===== config.mk =====
export PLATFORM = sky130hd
export DESIGN_NAME = store_lane_pack_unit
export DESIGN_NICKNAME = d
export VERILOG_FILES = /design/src/rtl/mips_mem_pkg.sv /design/src/rtl/store_lane_pack.sv /design/src/rtl/store_lane_pack_unit.sv
export SDC_FILE = /design/constraint.sdc
export NUM_CORES = 1
export LEC_CHECK = 0
export CAP_MARGIN = 30
export CELL_PAD_IN_SITES_DETAIL_PLACEMENT = 0
export CELL_PAD_IN_SITES_GLOBAL_PLACEMENT = 2
export CORE_MARGIN = 5
export CORE_UTILIZATION = 28
export CTS_CLUSTER_SIZE = 10
export DETAILED_ROUTE_END_ITERATION = 10
export GPL_TIMING_DRIVEN = 1
export HOLD_SLACK_MARGIN = 0.1
export PLACE_DENSITY = 0.88
export SLEW_MARGIN = 0
export SYNTH_ARGS = -nofsm -noshare
export SYNTH_HDL_FRONTEND = slang
export SYNTH_HIERARCHICAL = 1
export SYNTH_SLANG_ARGS = --single-unit
export TNS_END_PERCENT = 100

===== constraint.sdc =====
create_clock -name clk -period 4.8 [get_ports clk]
set_input_delay 0.72 -clock clk [delete_from_list [all_inputs] [get_ports clk]]
set_output_delay 0.72 -clock clk [all_outputs]
set_load 0.01 [all_outputs]

===== src/rtl/mips_mem_pkg.sv =====
// Shared definitions for the MEM-stage store path: store op encodings,
// store FSM states, byte-lane geometry and the formatted-request struct.
package mips_mem_pkg;

    // Byte lanes on the 32-bit data-memory port
    localparam int BE_W      = 4;
    localparam int NUM_LANES = BE_W;
    localparam int LANE_W    = 8;
    localparam int DATA_W    = NUM_LANES * LANE_W;

    typedef enum logic [1:0] {
        OP_SB  = 2'b00,
        OP_SH  = 2'b01,
        OP_SW  = 2'b10,
        OP_RSV = 2'b11
    } st_op_e;

    typedef enum logic {
        ST_IDLE = 1'b0,
        ST_REQ  = 1'b1
    } st_state_e;

    // Lane-formatted store as it is presented to memory
    typedef struct packed {
        logic [DATA_W-1:0] data;
        logic [BE_W-1:0]   be;
    } st_fmt_t;

endpackage


===== src/rtl/store_lane_pack.sv =====
// Combinational store formatter: replicates the narrow store value onto
// every byte lane, selects byte enables from the low address bits and
// flags misaligned or reserved-op requests.
module store_lane_pack
    import mips_mem_pkg::*;
(
    input  logic [1:0]        op,
    input  logic [1:0]        addr_lo,
    input  logic [DATA_W-1:0] wdata,
    output st_fmt_t           fmt,
    output logic              misalign
);

    logic [NUM_LANES-1:0][LANE_W-1:0] lane_d;
    logic [NUM_LANES-1:0]             lane_be;

    // Per-lane data and enable: SB replicates byte 0, SH replicates the
    // low half (lane i takes byte i%2), SW passes lanes straight through.
    for (genvar i = 0; i < NUM_LANES; i++) begin : g_lane
        localparam logic [1:0] LANE = 2'(i);

        assign lane_d[i] = (op == OP_SB) ? wdata[LANE_W-1:0] :
                           (op == OP_SH) ? wdata[(i % 2)*LANE_W +: LANE_W] :
                                           wdata[i*LANE_W +: LANE_W];

        assign lane_be[i] = (op == OP_SB) ? (addr_lo == LANE) :
                            (op == OP_SH) ? (addr_lo[1] == LANE[1]) :
                            (op == OP_SW);
    end

    assign fmt.data = lane_d;
    assign fmt.be   = lane_be;

    // SB never faults; SH needs an even address, SW a word address
    assign misalign = (op == OP_RSV)
                    | ((op == OP_SH) & addr_lo[0])
                    | ((op == OP_SW) & (|addr_lo));

endmodule


===== src/rtl/store_lane_pack_unit.sv =====
// MEM-stage store unit: formats SB/SH/SW stores onto byte lanes and
// drives a single outstanding write to data memory with req/ack.
// Optional feature: define STORE_TIMEOUT_EN to abandon a request that is
// not acknowledged within TIMEOUT_CYC cycles and pulse 'timeout'.
module store_lane_pack_unit
    import mips_mem_pkg::*;
#(
    parameter int AW          = 32,
    parameter int TIMEOUT_CYC = 16
) (
    input  logic              clk,
    input  logic              rst,
    input  logic              in_valid,
    output logic              in_ready,
    input  logic [1:0]        in_op,
    input  logic [AW-1:0]     in_addr,
    input  logic [DATA_W-1:0] in_wdata,
    output logic              mem_req,
    output logic [AW-1:0]     mem_addr,
    output logic [DATA_W-1:0] mem_wdata,
    output logic [BE_W-1:0]   mem_be,
    input  logic              mem_ack,
    output logic              done,
    output logic              misalign,
    output logic              timeout
);

    st_state_e state, state_nxt;
    st_fmt_t   fmt;
    logic      bad;
    logic      accept;
    logic      reject;
    logic      tmo_hit;

    store_lane_pack u_pack (
        .op       (in_op),
        .addr_lo  (in_addr[1:0]),
        .wdata    (in_wdata),
        .fmt      (fmt),
        .misalign (bad)
    );

    assign accept = (state == ST_IDLE) & in_valid & ~bad;
    assign reject = (state == ST_IDLE) & in_valid & bad;

`ifdef STORE_TIMEOUT_EN
    localparam int CNT_W = $clog2(TIMEOUT_CYC + 1);
    logic [CNT_W-1:0] wait_cnt;

    // Count unacknowledged REQ cycles; parked at zero while idle so every
    // new request starts from a clean count.
    always_ff @(posedge clk) begin
        if (rst)
            wait_cnt <= '0;
        else if (state == ST_IDLE)
            wait_cnt <= '0;
        else if (!mem_ack)
            wait_cnt <= wait_cnt + 1'b1;
    end

    // Limit reached on this edge; an ack on the same edge takes priority
    assign tmo_hit = (state == ST_REQ) & ~mem_ack
                   & (wait_cnt == CNT_W'(TIMEOUT_CYC - 1));

    // Timeout pulse, one cycle after the abandoning edge
    always_ff @(posedge clk) begin
        if (rst)
            timeout <= 1'b0;
        else
            timeout <= tmo_hit;
    end
`else
    assign tmo_hit = 1'b0;
    assign timeout = 1'b0;
`endif

    // State register
    always_ff @(posedge clk) begin
        if (rst)
            state <= ST_IDLE;
        else
            state <= state_nxt;
    end

    // Next-state: accept a legal store, leave REQ on ack (or timeout)
    always_comb begin
        state_nxt = state;
        unique case (state)
            ST_IDLE: if (accept)             state_nxt = ST_REQ;
            ST_REQ:  if (mem_ack || tmo_hit) state_nxt = ST_IDLE;
            default:                         state_nxt = ST_IDLE;
        endcase
    end

    // Handshake outputs follow the state directly
    always_comb begin
        in_ready = (state == ST_IDLE);
        mem_req  = (state == ST_REQ);
    end

    // Capture the formatted request on accept; held stable through REQ
    always_ff @(posedge clk) begin
        if (rst) begin
            mem_addr  <= '0;
            mem_wdata <= '0;
            mem_be    <= '0;
        end else if (accept) begin
            mem_addr  <= {in_addr[AW-1:2], 2'b00};
            mem_wdata <= fmt.data;
            mem_be    <= fmt.be;
        end
    end

    // Completion and rejection pulses, one cycle after the deciding edge
    always_ff @(posedge clk) begin
        if (rst) begin
            done     <= 1'b0;
            misalign <= 1'b0;
        end else begin
            done     <= (state == ST_REQ) & mem_ack;
            misalign <= reject;
        end
    end

endmodule


==> results.tsv, run 1 <==
metric	value	unit
initial antenna violation count	0	
Synthesis Warnings	6	
global route overflow	0	
Crit path depth	6	
switch share	0.2423	
Max Buffers Root-to-Sink	2	
Worst Path Arrival	2.84	ns
Worst-Skew Late Latency	0.33	ns
Final Core Density	0.4190	
final setup fails	0	
diodes inserted	0	
Final Skew	0.002557	ns
die width	124.1	um
vias per cell	4.167	
status	completed	
top cell family by delay on the critical path	buffers and inverters	
row count	41	
Flop pwr share	0.403	
setup_tns	0	ns
post_cts resized	0	
storage element area	1381	sq um
Final GP Congestion	0.7440	
share of cells above drive strength 1	0.07739	
largest net degree at the start of global routing	98	
sequential share of the synthesized area	0.3789	
crit end category	flop	
CP Class	in2reg	
Root Driver	clkbuf_16	
Least-Margin Pin Slew	0.8033	ns
area delta synth->final	45.61	%
crit-path max FO	22	
clock group share of total power	0.402	
Cell Int Power	1.179	mW
#FFs+latches synth	69	
crit path from	in_op[0]	
CP cell instances	clkdlybuf4s50_1 > inv_1 > a21oi_1 > nor3b_4 > buf_4 > mux2i_1	
vias in the first global route	2854	
initial DRC count	135	
r2r setup slk	3.43	ns
Filler cells	1257	
Max-Slew Margin vs Limit	0.4628	
PwrDens	293.2	nW/um^2
die height	124.1	um
final WL	9781	um
reg2reg path depth	3	
slowest stage delay, CP	0.82	ns
synth unique cells	24	
TritonCTS clock tree	built	
vias	2763	
I/O pins	143	
Req. time, crit path	5.06	ns
fin. max-slew vios	0	
maximum vdd drop	0.0001476	V
Worst Setup Start Kind	input pin	
Hold-fix buffers, CTS	0	
Die ar.	15400	sq um
Final ANT Viol Nets	0	
R2R Path Start	mem_req	
cells after synthesis	369	
hold path startpoint	mem_addr[20]	
Switch Pwr	377.2	uW
Initial Util	0.2877	
CP max stage cell	clkdlybuf4s50_1	
Leakage Power	1.964	nW
combinational share of power	0.195	
Buf/Inv on CP	3	
H-tree levels	3	
final cell count without fillers	663	
Clock Pin Slew Worst Setup and Hold Paths	0.05	ns
first-pass GRT wire length	15100	um
Hold Crit Depth	2	
Mean Syn Cell Area	9.881	sq um
unrepaired setup endpoints after global routing	no	
I/O Buffers	139	
dpl hpwl	7164	um
final hold slack	0.4692	ns
Net count, final	557	
maxcap violations	0	
period utilization	0.5393	
Final Hold Viols	0	
Num CTS Buffers	9	
min cycle time layout	2.589	ns
WL/cell	14.75	um
post-synthesis cell area	3646	sq um
postcts setup bufs	0	
Core Region	12670	sq um
Tot GR Track Use	0.1297	
Peak Freq	386.3	MHz
# DRC	0	
CTS sink count	69	
Placed Cells	648	
hold crit path type	reg2reg	
area of the multi-input gates	2002	sq um
DRT Pass-1 Iters	4	
placed cells by master, fill, tap and decap left out, drive strengths merged, types with 5 or more instances in the layout:
cell type,n
mux2i,75
nor2,5
clkdlybuf4s50,138
nand2,10
buf,6
o21ai,10
dfxtp,69
mux2,16
clkbuf,14
nand2b,132
final cells by class:
cell class	instances	share of cell area
sequential	69	0.2602
clock inverter	1	0.0009427
inverter	2	0.001414
clock buffer	14	0.05161
timing repair buffer	144	0.2682
tap	172	0.04054
multi-input combinational	261	0.3771
per-stage QoR:
step                setup slack, ns  area, sq um  total power [mW]
global placement              1.919         5030            0.9439
floorplan                     2.807         3654            0.8016
finish                        2.211         5309             1.556
CTS                           2.215         5309             1.588
detailed placement            1.865         5030            0.9474
global route                  2.061         5309             1.643
worst min-delay path: stages, from the launching register on:
cell and delay, ns:
dfxtp_1 0.31, nand2b_1 0.06, mux2i_1 0.05
state kept, by name, summed over array words and instances (netlist names):
signal / flops
mem_wdata: 32
mem_addr: 30
mem_be: 4
done: 1
mem_req: 1
misalign: 1
routing by layer:
metal / GRT usage / share of wire / routed length [um] / vias up
li1: - / - / - / 1424
met1: 0.1486 / 0.41 / 4033 / 1243
met2: 0.2084 / 0.48 / 4679 / 86
met3: 0.07175 / 0.10 / 984 / 10
met4: 0.03696 / 0.0086 / 84 / 0
met5: 0 / 0 / 0 / -
Yosys cell counts:
cell      count  area share
buf_12        2       0.011
a21boi_0      1      0.0021
mux2_2        9       0.028
mux2_4        7       0.029
nor2_1        4      0.0041
nor4bb_1      1      0.0027
nor2b_1       1      0.0017
buf_4        12       0.025
conb_1        1      0.0010
a21oi_1       2      0.0027
nor2_8        1      0.0055
dfxtp_1      69        0.38
inv_1         2      0.0021
buf_2         6      0.0082
o21ai_0       3      0.0041
nand2b_1    132        0.23
mux2i_1      75        0.21
o21ai_1       7      0.0096
buf_6         5       0.015
nand2_1      10       0.010
o21a_1        3      0.0062
nor3b_2       1      0.0034
clkbuf_1     14       0.014
o21ba_2       1      0.0027
power groups by stage:
stage | Sequential (mW) | Clock (mW) | Combinational (mW)
after floorplan | 0.653 | 0 | 0.149
after global placement | 0.639 | 0 | 0.305
after detailed placement | 0.639 | 0 | 0.308
after CTS | 0.628 | 0.650 | 0.310
after global routing | 0.631 | 0.681 | 0.330
final | 0.627 | 0.625 | 0.304
worst paths after layout:
kind                                      end
worst max register to register  mem_wdata[15]
worst max-delay path            mem_wdata[15]
worst min register to register   mem_addr[20]
worst min-delay path             mem_addr[20]
logic make-up after synthesis:
logic type,Yosys count,share of synthesized area
other cells,1,0.001029
mux,91,0.2625
simple gates,150,0.2543
flops,69,0.3789
buf+inv,41,0.07584
compound gates,17,0.02745
No activity file was read; power rests on OpenSTA's default activity.
==> run 2, diff against run 1 <==
- CORE_UTILIZATION: 28 -> 26
- PLACE_DENSITY: 0.88 -> 0.83
- clock period: 4.8 -> 2.4 ns (I/O delays scaled with it)
==> run 2 against run 1 <==
  * Count of clock-buffer cells in the layout down 2
  * Sequential cell count did not move
  * Final cell count up 2.0%
  * Register-to-register slack worse by 2.5 ns
  * Sequential share of layout area down 0.33 points
  * Hold slack gained 0.00064 ns
  * Non-clock buffer count is 4 higher
  * Highest routed layer unchanged
==> results.tsv, run 2 (synthesized netlist as in run 1, its figures left out) <==
metric	value	unit	change
Clock Pin Slew Worst Setup and Hold Paths	0.06	ns	was 0.05 ns
largest net degree at the start of global routing	136		was 98
maximum vdd drop	0.0002931	V	was 0.0001476 V
postcts setup bufs	0		unchanged
r2r setup slk	0.96	ns	was 3.43 ns
Root Driver	clkbuf_16		unchanged
area delta synth->final	47.46	%	was 45.61%
clock group share of total power	0.412		was 0.402
crit end category	primary output		was flop
Worst Path Arrival	1.45	ns	was 2.84 ns
unrepaired setup endpoints after global routing	no		unchanged
die width	128.4	um	was 124.1 um
crit-path max FO	6		was 22
fin. max-slew vios	0		unchanged
combinational share of power	0.193		was 0.195
CP Class	reg2out		was in2reg
I/O Buffers	139		unchanged
R2R Path Start	mem_req		unchanged
row count	43		was 41
final WL	9995	um	was 9781 um
top cell family by delay on the critical path	buffers and inverters		unchanged
Buf/Inv on CP	1		was 3
min cycle time layout	1.814	ns	
Final Hold Viols	0		unchanged
Hold Crit Depth	2		unchanged
CTS sink count	69		unchanged
slowest stage delay, CP	0.60	ns	was 0.82 ns
reg2reg path depth	3		unchanged
initial antenna violation count	0		unchanged
Die ar.	16490	sq um	was 15,400 sq um
Filler cells	1385		was 1,257
switch share	0.2404		was 0.2423
Top reg by flops	mem_wdata		unchanged
vias per cell	4.124		was 4.167
I/O pins	143		unchanged
Cell Int Power	2.416	mW	was 1.179 mW
WL/cell	14.79	um	was 14.75 um
Peak Freq	551.1	MHz	
most frequent cells in the layout	clkdlybuf4s50_1, nand2b_1, mux2i_1		unchanged
Worst Setup Start Kind	flop		was input pin
Top Registers	mem_wdata: 32 flops, mem_addr: 30 flops, mem_be: 4 flops		unchanged
Initial Util	0.2637		was 0.2877
period utilization	0.7560		
Hold-fix buffers, CTS	0		unchanged
Worst R2R End	mem_wdata[5]		was mem_wdata[15]
setup_tns	0	ns	unchanged
final hold slack	0.4699	ns	was 0.4692 ns
max reg flops	32		unchanged
Worst-Skew Late Latency	0.34	ns	was 0.33 ns
Final GP Congestion	0.7551		was 0.7440
Final Core Density	0.3888		was 0.4190
Flop pwr share	0.395		was 0.403
# DRC	0		unchanged
Req. time, crit path	2.04	ns	was 5.06 ns
status	completed		unchanged
initial DRC count	123		was 135
hold path startpoint	mem_addr[15]		was mem_addr[20]
share of cells above drive strength 1	0.08669		was 0.07739
global route overflow	0		unchanged
Switch Pwr	764.8	uW	was 377.2 uW
Hold EP	mem_addr[15]		was mem_addr[20]
Max Buffers Root-to-Sink	2		unchanged
diodes inserted	0		unchanged
Num CTS Buffers	9		unchanged
vias	2788		was 2,763
CP cell instances	clkdlybuf4s50_1		was clkdlybuf4s50_1 > inv_1 > a21oi_1 > nor3b_4 > buf_4 > mux2i_1
die height	128.4	um	was 124.1 um
Final ANT Viol Nets	0		unchanged
Leakage Power	1.992	nW	was 1.964 nW
Total Power	3.181	mW	was 1.556 mW
TritonCTS clock tree	built		unchanged
DRT Pass-1 Iters	4		unchanged
H-tree levels	3		unchanged
Final Skew	0.007109	ns	was 0.002557 ns
post_cts resized	0		unchanged
Core Region	13830	sq um	was 12,670 sq um
first-pass GRT wire length	15510	um	was 15,100 um
leading cell type in the layout, fill and taps excluded	clkdlybuf4s50_1		unchanged
Tot GR Track Use	0.1212		was 0.1297
final setup fails	0		unchanged
vias in the first global route	2950		was 2,854
hold crit path type	reg2reg		unchanged
PwrDens	591.6	nW/um^2	was 293.2 nW/um^2
dpl hpwl	7347	um	was 7164 um
Net count, final	561		was 557
maxcap violations	0		unchanged
CP max stage cell	clkdlybuf4s50_1		unchanged
## run 2: power by group through the flow
stage / registers (mW) / logic (mW) / clock network, mW
after floorplan: 1.31 / 0.297 / 0
after global placement: 1.28 / 0.619 / 0
after detailed placement: 1.28 / 0.622 / 0
after CTS: 1.26 / 0.625 / 1.37
after global routing: 1.27 / 0.665 / 1.41
final: 1.26 / 0.615 / 1.31
## run 2: stage by stage
stage | instance area (sq um) | setup WS [ns] | cells
after CTS | 5376 | 0.5538 | 676
final | 5376 | 0.5856 | 676
after detailed placement | 5082 | 0.2920 | 660
after floorplan | 3654 | 0.7673 | 371
after global routing | 5376 | 0.4608 | 676
after global placement | 5082 | 0.3374 | 660
## run 2: worst min-delay path: cells and delay by family (launching register included)
| kind | cells | cell delay, ns |
|---|---|---|
| flip-flops | 1 | 0.31 |
| AND/OR/NAND/NOR | 1 | 0.06 |
| multiplexers | 1 | 0.06 |
## run 2: worst max path at each step
stage,from,end,depth (start not counted)
2_1_floorplan,in_op[1],mem_addr[27],8
3_3_place_gp,in_addr[0],mem_addr[30],6
3_5_place_dp,in_addr[0],mem_addr[16],6
4_1_cts,mem_req,mem_req,1
5_1_grt,in_addr[1],mem_addr[24],6
6_report,mem_req,mem_req,1
## run 2: routing by layer
layer	vias to the layer above	global-route usage	wire, um
met2	82	0.1876	4601
li1	1432	-	-
met4	0	0.05868	253
met3	19	0.04608	754
met5	-	0	0
met1	1255	0.1480	4385
## run 2: cell type report
class	count	area, sq um	area share
clock buffer	12	246.5	0.04585
timing repair buffer	148	1466	0.2727
tap	180	225.2	0.04189
clock inverter	4	47.55	0.008843
sequential	69	1381	0.2569
inverter	2	7.507	0.001396
multi-input combinational	261	2002	0.3724
==> run 3, diff against run 2 <==
- CORE_UTILIZATION: 26 -> 23
- PLACE_DENSITY: 0.83 -> 0.78
- clock period: 2.4 -> 1.6 ns (I/O delays scaled with it)
==> run 3 against run 2 <==
  * Power grew 56%
  * Highest routed layer unchanged
  * Critical endpoint is now in_ready
  * Routed wire length rose by 11%
  * Global-route usage fell by 0.67 points
  * Final cell count grew 6.8%
  * Non-clock buffer count is 10 higher
  * Die area increased by 12%
  * Count of clock-buffer cells in the layout unchanged
  * Hold slack hardly changed
  * Sequential share of layout area down 1.2 points
==> results.tsv, run 3 (synthesized netlist as in run 1, its figures left out) <==
metric	value	unit	change
status	completed		unchanged
final WL	11120	um	was 9995 um
Top Registers	mem_wdata: 32 flops, mem_addr: 30 flops, mem_be: 4 flops		unchanged
Hold-fix buffers, CTS	0		unchanged
global route overflow	0		unchanged
final hold slack	0.4703	ns	was 0.4699 ns
Initial Util	0.2320		was 0.2637
share of cells above drive strength 1	0.1166		was 0.08669
Worst Setup Start Kind	flop		unchanged
# DRC	0		unchanged
fin. max-slew vios	0		unchanged
Worst-Skew Late Latency	0.33	ns	was 0.34 ns
unrepaired setup endpoints after global routing	no		unchanged
CP max stage cell	clkdlybuf4s50_1		unchanged
initial antenna violation count	0		unchanged
vias	2833		was 2,788
I/O Buffers	139		unchanged
top cell family by delay on the critical path	buffers and inverters		unchanged
Num CTS Buffers	9		unchanged
Final Hold Viols	0		unchanged
reg2reg path depth	4		was 3
Final ANT Viol Nets	0		unchanged
slowest stage delay, CP	0.52	ns	was 0.60 ns
final setup fails	0		unchanged
min cycle time layout	1.522	ns	
diodes inserted	0		unchanged
final cell count without fillers	722		was 676
CP Class	reg2out		unchanged
TritonCTS clock tree	built		unchanged
Peak Freq	657.0	MHz	
Core Region	15710	sq um	was 13,830 sq um
area delta synth->final	55.32	%	was 47.46%
die width	135.9	um	was 128.4 um
initial DRC count	150		was 123
Leakage Power	2.136	nW	was 1.992 nW
I/O pins	143		unchanged
period utilization	0.9513		
Crit path depth	2		was 1
dpl hpwl	7827	um	was 7347 um
Clock Pin Slew Worst Setup and Hold Paths	0.06	ns	about the same
Total Power	4.977	mW	was 3.181 mW
CP cell instances	inv_1 > clkdlybuf4s50_1		was clkdlybuf4s50_1
Top reg by flops	mem_wdata		unchanged
maxcap violations	0		unchanged
PwrDens	878.9	nW/um^2	was 591.6 nW/um^2
Net count, final	571		was 561
max reg flops	32		unchanged
crit-path max FO	6		unchanged
Final Skew	0.002716	ns	was 0.007109 ns
hold crit path type	in2reg		was reg2reg
leading cell type in the layout, fill and taps excluded	clkdlybuf4s50_1		unchanged
Die ar.	18470	sq um	was 16,490 sq um
maximum vdd drop	0.0003852	V	was 0.0002931 V
vias per cell	3.924		was 4.124
row count	46		was 43
Placed Cells	701		was 660
Final GP Congestion	0.7858		was 0.7551
WL/cell	15.39	um	was 14.79 um
crit end category	primary output		unchanged
first-pass GRT wire length	16030	um	was 15,510 um
most frequent cells in the layout	clkdlybuf4s50_1, nand2b_1, mux2i_1		unchanged
Worst Path Arrival	1.28	ns	was 1.45 ns
Tot GR Track Use	0.1145		was 0.1212
vias in the first global route	2899		was 2,950
die height	135.9	um	was 128.4 um
Buf/Inv on CP	2		was 1
Hold Crit Depth	3		was 2
DRT Pass-1 Iters	4		unchanged
Root Driver	clkbuf_16		unchanged
Design Area, Final	5663	sq um	was 5376 sq um
Filler cells	1590		was 1,385
H-tree levels	3		unchanged
Req. time, crit path	1.36	ns	was 2.04 ns
setup_tns	0	ns	unchanged
largest net degree at the start of global routing	136		unchanged
Max Buffers Root-to-Sink	2		unchanged
DP Area	5190	sq um	was 5082 sq um
CTS sink count	69		unchanged
storage element area	1385	sq um	was 1381 sq um
area of the multi-input gates	2009	sq um	was 2002 sq um
[run 3: metal layers]
layer	share of wire	up-vias	global-route usage
met2	0.48	77	0.1878
met3	0.072	11	0.04145
met4	0.015	0	0.04703
met1	0.43	1290	0.1357
li1	-	1455	-
met5	0	-	0
[run 3: layout make-up]
| class | instances | share of cell area |
|---|---|---|
| Tap cell | 216 | 0.04772 |
| Multi-Input combinational cell | 261 | 0.3548 |
| Inverter | 2 | 0.001326 |
| Sequential cell | 69 | 0.2446 |
| Timing Repair Buffer | 158 | 0.2965 |
| Clock buffer | 12 | 0.04706 |
| Clock inverter | 4 | 0.007954 |
[run 3: stage by stage]
step / worst slack [ns] / utilization
after floorplan: 0.08734 / -
after global placement: -0.3399 / 0.3303
after detailed placement: -0.3814 / 0.3303
after CTS: -0.03375 / 0.3502
after global routing: 0.02849 / 0.3604
final: 0.07795 / 0.3604
[run 3: path summary, 6_finish.rpt]
check / endpoint / slack, ns / from
max reg2reg: mem_addr[19] / 0.33 / mem_req
min: mem_addr[25] / 0.47 / in_addr[25]
max: in_ready / 0.08 / mem_req
min reg2reg: mem_addr[16] / 0.47 / mem_addr[16]
[run 3: timing repair]
| action | 4_1_cts | 5_1_grt |
|---|---|---|
| setup endpoints to repair | 27 | 68 |
| buffers inserted | 0 | 0 |
| gates cloned | 0 | 5 |
| pin swaps | 0 | 3 |
| gates resized for setup | 1 | 16 |
[run 3: tightest hold or removal path: cells and delay by family]
kind / cells / cell delay, ns
and+or+nand+nor: 1 / 0.07
muxes: 1 / 0.06
buffers and inverters: 1 / 0.39
[run 3: power by group]
part / internal (mW) / leakage (nW) / switching [mW]
combinational: 0.621 / 1.41 / 0.394
clock: 1.33 / 0.158 / 0.750
sequential: 1.82 / 0.564 / 0.0632
